<file path="config.mk">
export PLATFORM = sky130hd
export DESIGN_NAME = hazard_scoreboard_flat
export DESIGN_NICKNAME = d
export VERILOG_FILES = /design/src/rtl/hazard_scoreboard_if.sv /design/src/rtl/hazard_scoreboard.sv /design/src/flat_wrapper.sv
export SDC_FILE = /design/constraint.sdc
export NUM_CORES = 1
export LEC_CHECK = 0
export ABC_AREA = 1
export CAP_MARGIN = 10
export CORE_UTILIZATION = 55
export CTS_CLUSTER_SIZE = 12
export DETAILED_ROUTE_END_ITERATION = 10
export GPL_ROUTABILITY_DRIVEN = 0
export PLACE_DENSITY = 0.83
export SYNTH_ARGS = -nofsm -noshare
export SYNTH_HDL_FRONTEND = slang
export SYNTH_SLANG_ARGS = --single-unit
</file>
<file path="constraint.sdc">
create_clock -name clk_i -period 1.8 [get_ports clk_i]
set_input_delay 0.18 -clock clk_i [delete_from_list [all_inputs] [get_ports clk_i]]
set_output_delay 0.18 -clock clk_i [all_outputs]
set_load 0.02 [all_outputs]
</file>
<file path="src/rtl/hazard_scoreboard_if.sv">
// Hazard scoreboard bus: issue, retire and flush events from the pipeline,
// decode operand queries, and the scoreboard's stall/status outputs.
//   master : pipeline side (drives issue/retire/flush/decode, reads status)
//   slave  : scoreboard side
interface hazard_scoreboard_if #(
   parameter int unsigned NUM_REGS = 32
);
   localparam int unsigned RW = (NUM_REGS > 1) ? $clog2(NUM_REGS) : 1;

   logic                issue_v_i;
   logic                issue_rd_w_v_i;
   logic [RW-1:0]       issue_rd_i;
   logic                issue_load_i;
   logic                retire_v_i;
   logic                retire_rd_w_v_i;
   logic [RW-1:0]       retire_rd_i;
   logic                flush_i;
   logic                decode_rs1_v_i;
   logic [RW-1:0]       decode_rs1_i;
   logic                decode_rs2_v_i;
   logic [RW-1:0]       decode_rs2_i;
   logic                stall_o;
   logic [NUM_REGS-1:0] pending_mask_o;
   logic                err_o;

   modport master (
      output issue_v_i, issue_rd_w_v_i, issue_rd_i, issue_load_i,
      output retire_v_i, retire_rd_w_v_i, retire_rd_i, flush_i,
      output decode_rs1_v_i, decode_rs1_i, decode_rs2_v_i, decode_rs2_i,
      input  stall_o, pending_mask_o, err_o
   );

   modport slave (
      input  issue_v_i, issue_rd_w_v_i, issue_rd_i, issue_load_i,
      input  retire_v_i, retire_rd_w_v_i, retire_rd_i, flush_i,
      input  decode_rs1_v_i, decode_rs1_i, decode_rs2_v_i, decode_rs2_i,
      output stall_o, pending_mask_o, err_o
   );
endinterface

</file>
<file path="src/rtl/hazard_scoreboard.sv">
// Hazard scoreboard: tracks in-flight register writes from issue to
// retirement and stalls decode when an operand cannot be forwarded in time
// (load shadow, or any pending write when forwarding is disabled).
// Ports:
//   clk_i    clock, all state on rising edge
//   rst_n_i  synchronous reset, active low
//   bus      hazard_scoreboard_if.slave (issue/retire/flush/decode inputs;
//            stall_o, pending_mask_o, err_o outputs)
module hazard_scoreboard #(
   parameter int unsigned NUM_REGS   = 32,
   parameter int unsigned LOAD_LAT   = 1,
   parameter bit          FORWARD_EN = 1'b1
) (
   input  logic                clk_i,
   input  logic                rst_n_i,
   hazard_scoreboard_if.slave  bus
);
   localparam int unsigned RW = (NUM_REGS > 1) ? $clog2(NUM_REGS) : 1;

   logic [1:0] cnt_q    [NUM_REGS];
   logic [1:0] cnt_d    [NUM_REGS];
   logic [1:0] shadow_q [NUM_REGS];
   logic [1:0] shadow_d [NUM_REGS];
   logic       err_q, err_d;

   logic       issue_cnt, retire_cnt;
   logic       inc, dec;
   logic       dep1, dep2;

   assign issue_cnt  = bus.issue_v_i & bus.issue_rd_w_v_i & (bus.issue_rd_i != '0);
   assign retire_cnt = bus.retire_v_i & bus.retire_rd_w_v_i & (bus.retire_rd_i != '0);

   // Next-state for counters, load shadows and the sticky error bit.
   always_comb begin
      err_d       = err_q;
      inc         = 1'b0;
      dec         = 1'b0;
      cnt_d[0]    = '0;
      shadow_d[0] = '0;
      for (int unsigned r = 1; r < NUM_REGS; r++) begin
         cnt_d[r]    = cnt_q[r];
         shadow_d[r] = shadow_q[r];
         inc = issue_cnt  && (bus.issue_rd_i  == RW'(r));
         dec = retire_cnt && (bus.retire_rd_i == RW'(r));

         // Simultaneous issue and retire of the same register cancel out.
         if (inc && !dec) begin
            if (cnt_q[r] == 2'd3) err_d = 1'b1;
            else                  cnt_d[r] = cnt_q[r] + 2'd1;
         end else if (dec && !inc) begin
            if (cnt_q[r] == 2'd0) err_d = 1'b1;
            else                  cnt_d[r] = cnt_q[r] - 2'd1;
         end

         // A younger non-load writer supersedes an outstanding load shadow.
         if (inc)                       shadow_d[r] = bus.issue_load_i ? 2'(LOAD_LAT) : 2'd0;
         else if (shadow_q[r] != 2'd0)  shadow_d[r] = shadow_q[r] - 2'd1;
      end

      // Flush overrides same-cycle issue/retire, including their error effects.
      if (bus.flush_i) begin
         err_d = err_q;
         for (int unsigned r = 0; r < NUM_REGS; r++) begin
            cnt_d[r]    = '0;
            shadow_d[r] = '0;
         end
      end
   end

   always_ff @(posedge clk_i) begin
      if (!rst_n_i) begin
         err_q <= 1'b0;
         for (int unsigned r = 0; r < NUM_REGS; r++) begin
            cnt_q[r]    <= '0;
            shadow_q[r] <= '0;
         end
      end else begin
         err_q <= err_d;
         for (int unsigned r = 0; r < NUM_REGS; r++) begin
            cnt_q[r]    <= cnt_d[r];
            shadow_q[r] <= shadow_d[r];
         end
      end
   end

   // Stall looks only at registered state, so a same-cycle issue is not seen.
   always_comb begin
      dep1 = bus.decode_rs1_v_i && (bus.decode_rs1_i != '0) &&
             (FORWARD_EN ? (shadow_q[bus.decode_rs1_i] != 2'd0) : (cnt_q[bus.decode_rs1_i] != 2'd0));
      dep2 = bus.decode_rs2_v_i && (bus.decode_rs2_i != '0) &&
             (FORWARD_EN ? (shadow_q[bus.decode_rs2_i] != 2'd0) : (cnt_q[bus.decode_rs2_i] != 2'd0));
      bus.stall_o = rst_n_i & (dep1 | dep2);
      bus.err_o   = rst_n_i & err_q;
      bus.pending_mask_o = '0;
      for (int unsigned r = 1; r < NUM_REGS; r++) begin
         bus.pending_mask_o[r] = rst_n_i && (cnt_q[r] != 2'd0);
      end
   end
endmodule

</file>
<file path="src/flat_wrapper.sv">
// flat-port wrapper written by rule: the top's interface ports become plain ports
module hazard_scoreboard_flat 
#(
   parameter int unsigned NUM_REGS   = 32,
   parameter int unsigned LOAD_LAT   = 1,
   parameter bit          FORWARD_EN = 1'b1
)
  (clk_i, rst_n_i, bus_issue_v_i, bus_issue_rd_w_v_i, bus_issue_rd_i, bus_issue_load_i, bus_retire_v_i, bus_retire_rd_w_v_i, bus_retire_rd_i, bus_flush_i, bus_decode_rs1_v_i, bus_decode_rs1_i, bus_decode_rs2_v_i, bus_decode_rs2_i, bus_stall_o, bus_pending_mask_o, bus_err_o);
  hazard_scoreboard_if #(.NUM_REGS(NUM_REGS)) bus_i ();
  input  logic clk_i;
  input  logic rst_n_i;
  input wire logic [$bits(bus_i.issue_v_i)-1:0] bus_issue_v_i;
  input wire logic [$bits(bus_i.issue_rd_w_v_i)-1:0] bus_issue_rd_w_v_i;
  input wire logic [$bits(bus_i.issue_rd_i)-1:0] bus_issue_rd_i;
  input wire logic [$bits(bus_i.issue_load_i)-1:0] bus_issue_load_i;
  input wire logic [$bits(bus_i.retire_v_i)-1:0] bus_retire_v_i;
  input wire logic [$bits(bus_i.retire_rd_w_v_i)-1:0] bus_retire_rd_w_v_i;
  input wire logic [$bits(bus_i.retire_rd_i)-1:0] bus_retire_rd_i;
  input wire logic [$bits(bus_i.flush_i)-1:0] bus_flush_i;
  input wire logic [$bits(bus_i.decode_rs1_v_i)-1:0] bus_decode_rs1_v_i;
  input wire logic [$bits(bus_i.decode_rs1_i)-1:0] bus_decode_rs1_i;
  input wire logic [$bits(bus_i.decode_rs2_v_i)-1:0] bus_decode_rs2_v_i;
  input wire logic [$bits(bus_i.decode_rs2_i)-1:0] bus_decode_rs2_i;
  output wire logic [$bits(bus_i.stall_o)-1:0] bus_stall_o;
  output wire logic [$bits(bus_i.pending_mask_o)-1:0] bus_pending_mask_o;
  output wire logic [$bits(bus_i.err_o)-1:0] bus_err_o;
  assign bus_i.issue_v_i = bus_issue_v_i;
  assign bus_i.issue_rd_w_v_i = bus_issue_rd_w_v_i;
  assign bus_i.issue_rd_i = bus_issue_rd_i;
  assign bus_i.issue_load_i = bus_issue_load_i;
  assign bus_i.retire_v_i = bus_retire_v_i;
  assign bus_i.retire_rd_w_v_i = bus_retire_rd_w_v_i;
  assign bus_i.retire_rd_i = bus_retire_rd_i;
  assign bus_i.flush_i = bus_flush_i;
  assign bus_i.decode_rs1_v_i = bus_decode_rs1_v_i;
  assign bus_i.decode_rs1_i = bus_decode_rs1_i;
  assign bus_i.decode_rs2_v_i = bus_decode_rs2_v_i;
  assign bus_i.decode_rs2_i = bus_decode_rs2_i;
  assign bus_stall_o = bus_i.stall_o;
  assign bus_pending_mask_o = bus_i.pending_mask_o;
  assign bus_err_o = bus_i.err_o;
  hazard_scoreboard #(.NUM_REGS(NUM_REGS), .LOAD_LAT(LOAD_LAT), .FORWARD_EN(FORWARD_EN)) u_core (.clk_i(clk_i), .rst_n_i(rst_n_i), .bus(bus_i));
endmodule
</file>
==> results by group <==
Layout
  • FILL cells: between 1,000 and 1,500
  • Commonest non-fill, non-tap cell in the layout: nand2_1
  • Area grow syn2layout: 37.29%
  • Most frequent cells in the layout: nand2_1 (300), buf_4 (219), nor2_1 (197)
  • Multi-input gate area: between 5000 and 6000 um^2
  • Design area: 11,900 um^2
  • # nets final: approximately 1,700
  • Share of layout cells above drive strength 1: between 20% and 30%
  • FF+latch area: between 2000 and 3000 um^2

Timing
  • Fmax: between 500 and 600 MHz
  • Fin. Hold Viols: 0
  • Final critical-path share of the clock period: 107.1%
  • Max Slew Vio Count: 0
  • Worst Skew: 0.008428 ns
  • Setup TNS: -0.1281 ns
  • Post-layout minimum cycle time: 1.928 ns
  • Setup violations, final: 1
  • Worst setup margin: -0.1281 ns
  • RSZ-0062 raised after global routing: true

Critical path
  • Worst Setup Path Type: reg2out
  • Crit end category: primary output
  • Critical path launch point type: register
  • CP required: around 1.6 ns
  • R2R setup slack: 0.32 ns
  • Critical-path maximum fanout: 2
  • Critical Path AT: between 1.5 and 2 ns

Die
  • # IOs: 64
  • Die X: approximately 130 um
  • Die area: roughly 16,000 um^2
  • Starting utilization of the core area: a little under three fifths
  • Core Box Area: about 15,000 um^2
  • FP Rows: 45
  • Die height: 127.6 um

Yosys
  • Mapped Cells: 1,372
  • Synth warn: 0
  • Seq/Total Area, Yosys: 28.86%
  • Top-area cell type share of the netlist area: just under 30%
  • Top cells by area, synth: dfxtp_1 (29%), nand2_1 (13%), nor2_1 (9.4%)
  • Library cells used by synthesis: 38
  • Flops & latches, synth: 125
  • Syn_nets: 1,464
  • Synth area leader: dfxtp_1
  • Synth Cell Area: around 8700 um^2
  • Avg Synthesized Cell Area: ~6.3 um^2

Placed design
  • Post-DP HPWL: 21,430 um
  • IO Port Bufs: 62
  • Placement Cell Area: roughly 11,000 um^2

Run
  • Maxcap violations: 0

Outcome
  • Status: finished with violations
  • Failing checks: setup timing

Power and ir drop
  • Flop pwr share: between 40% and 50%
  • Combinational share of power: about a tenth
  • Int Power: around 5 mW
  • Sw Pwr: between 1.5 and 2 mW
  • Switch share: between 20 and 30%
  • Clock power frac: between 40% and 50%
  • Max VDD drop: ~0.00075 V
  • Tot Pwr: slightly below 7 mW
  • P per Cell Area: 568.4 nW/um^2
  • Pleak: about 5.5 nW

Route
  • Residual DRC: 0
  • DRT antenna net count: 0
  • First-pass iteration count of the detailed router: 6
  • DR WL/cell: 15.61 um
  • Via density: 5.741
  • Detailed Route Iter0 Violations: 1,377
  • Vias: between 10,000 and 15,000
  • Routed WL: approximately 29,000 um

GRT
  • Largest net degree at the start of global routing: 41
  • Total track usage: roughly 36%
  • Vias in the first global route: approximately 10,000
  • Global route overflow: 0
  • First-pass GRT wire length: about 46,000 um
  • Number of antenna violations at the first check in global routing: 1

Clock network
  • Max Buffers Root-to-Sink: 2
  • CTS root buf: clkbuf_16
  • Total CTS buffers: 17
  • CTS sink count: about 130
  • Clock insertion delay at the later pin of the skew report: approximately 0.44 ns
  • H-tree depth: 4
  • Clk slew on worst S/H paths: 0.06 ns
  • CTS tree: yes

Hold path
  • Hold Path Class: in2reg
==> layer usage <==
| metal | global-route usage, % | vias to the layer above | share of wire, % |
|---|---|---|---|
| met3 | 6.868 | 154 | 9.8 |
| met4 | 19.89 | 2 | 5.2 |
| met5 | 0 | - | 0.038 |
| met1 | 43.26 | 4886 | 39 |
| met2 | 61.75 | 615 | 46 |
| li1 | - | 5131 | - |
==> power by group through the flow <==
| stage | registers, mW | logic (mW) | clock network (mW) |
|---|---|---|---|
| after CTS | 2.78 | 0.662 | 3.28 |
| after detailed placement | 2.84 | 0.649 | 0 |
| final | 2.78 | 0.703 | 3.28 |
| after floorplan | 2.84 | 0.319 | 0 |
| after global routing | 2.78 | 0.754 | 3.40 |
| after global placement | 2.84 | 0.638 | 0 |
==> synth_stat cells <==
cell / number
nand2_1: 310
nor2_1: 218
inv_1: 188
o21ai_0: 134
dfxtp_1: 125
nand3_1: 99
ha_1: 62
a21oi_1: 57
a31oi_1: 33
a2111oi_0: 21
clkbuf_1: 19
nand4_1: 19
a211oi_1: 12
nor3_1: 8
o2111a_1: 8
a311oi_1: 6
nand3b_1: 6
o22ai_1: 6
nor2_4: 5
buf_2: 4
inv_2: 4
nand2_4: 4
nor2_2: 4
buf_4: 2
nor4_1: 2
o211ai_1: 2
o31ai_1: 2
or2_2: 2
a21o_1: 1
buf_6: 1
clkbuf_8: 1
conb_1: 1
nand2_2: 1
nand3_2: 1
nor3b_1: 1
o2111ai_1: 1
o21ai_2: 1
xnor2_1: 1
==> cell type report <==
cell class	instances	area share (%)
antenna	1	0.02102
timing repair buffer	290	19.94
inverter	192	6.054
clock inverter	6	0.5045
multi-input combinational	1028	46.00
tap	211	2.218
sequential	125	21.16
clock buffer	26	4.110
==> worst max-delay path, stage by stage (launching register included) <==
cell,delay (ns)
dfxtp_1,0.32
nor2_1,0.27
a21oi_1,0.12
o2111ai_1,0.08
nand3_1,0.09
nand2_1,0.07
nand2_1,0.05
nand3_1,0.09
a21oi_1,0.07
buf_4,0.15
==> worst paths after layout <==
check	start	endpoint	cells after the start
worst max-delay path	u_core.shadow_q[25][1]	bus_stall_o	9
worst min-delay path	bus_issue_rd_i[1]	u_core.shadow_q[25][0]	5
worst max register to register	u_core.shadow_q[4][0]	u_core.shadow_q[4][1]	4
worst min register to register	u_core.shadow_q[17][0]	u_core.shadow_q[17][0]	2
==> metrics by stage <==
step	hold WS [ns]	util, %	cells	worst slack [ns]
5_1_grt	0.4163	77.71	1878	-0.2133
6_report	0.3858	77.73	1879	-0.1281
2_1_floorplan	0.3830	-	1372	0.3219
3_5_place_dp	0.4622	73.09	1843	-0.6730
4_1_cts	0.4737	76.90	1876	-0.1224
3_3_place_gp	0.4550	73.09	1843	-0.5994
==> kinds of logic (layout without fill, tap and decap cells) <==
logic type | after synthesis | in the layout | share of synthesized area [%]
flops | 125 | 125 | 28.86
buf+inv | 219 | 514 | 9.827
simple gates | 680 | 680 | 32.94
xor+xnor | 1 | 1 | 0.1010
other cells | 1 | 2 | 0.04325
compound gates | 284 | 284 | 19.28
fa+ha+maj | 62 | 62 | 8.947
==> registers in the layout, summed over array words and instances (netlist names) <==
register         count
u_core.cnt_q        62
u_core.err_q         1
u_core.shadow_q     62
==> what timing repair did <==
action,CTS,global route
gates cloned,0,1
buffers inserted,1,1
endpoints found under the hold margin,0,0
endpoints found under the setup margin,33,17
pin swaps,3,17
gates resized for setup,76,51
hold buffers,0,0
No activity file was read; power rests on OpenSTA's default activity.
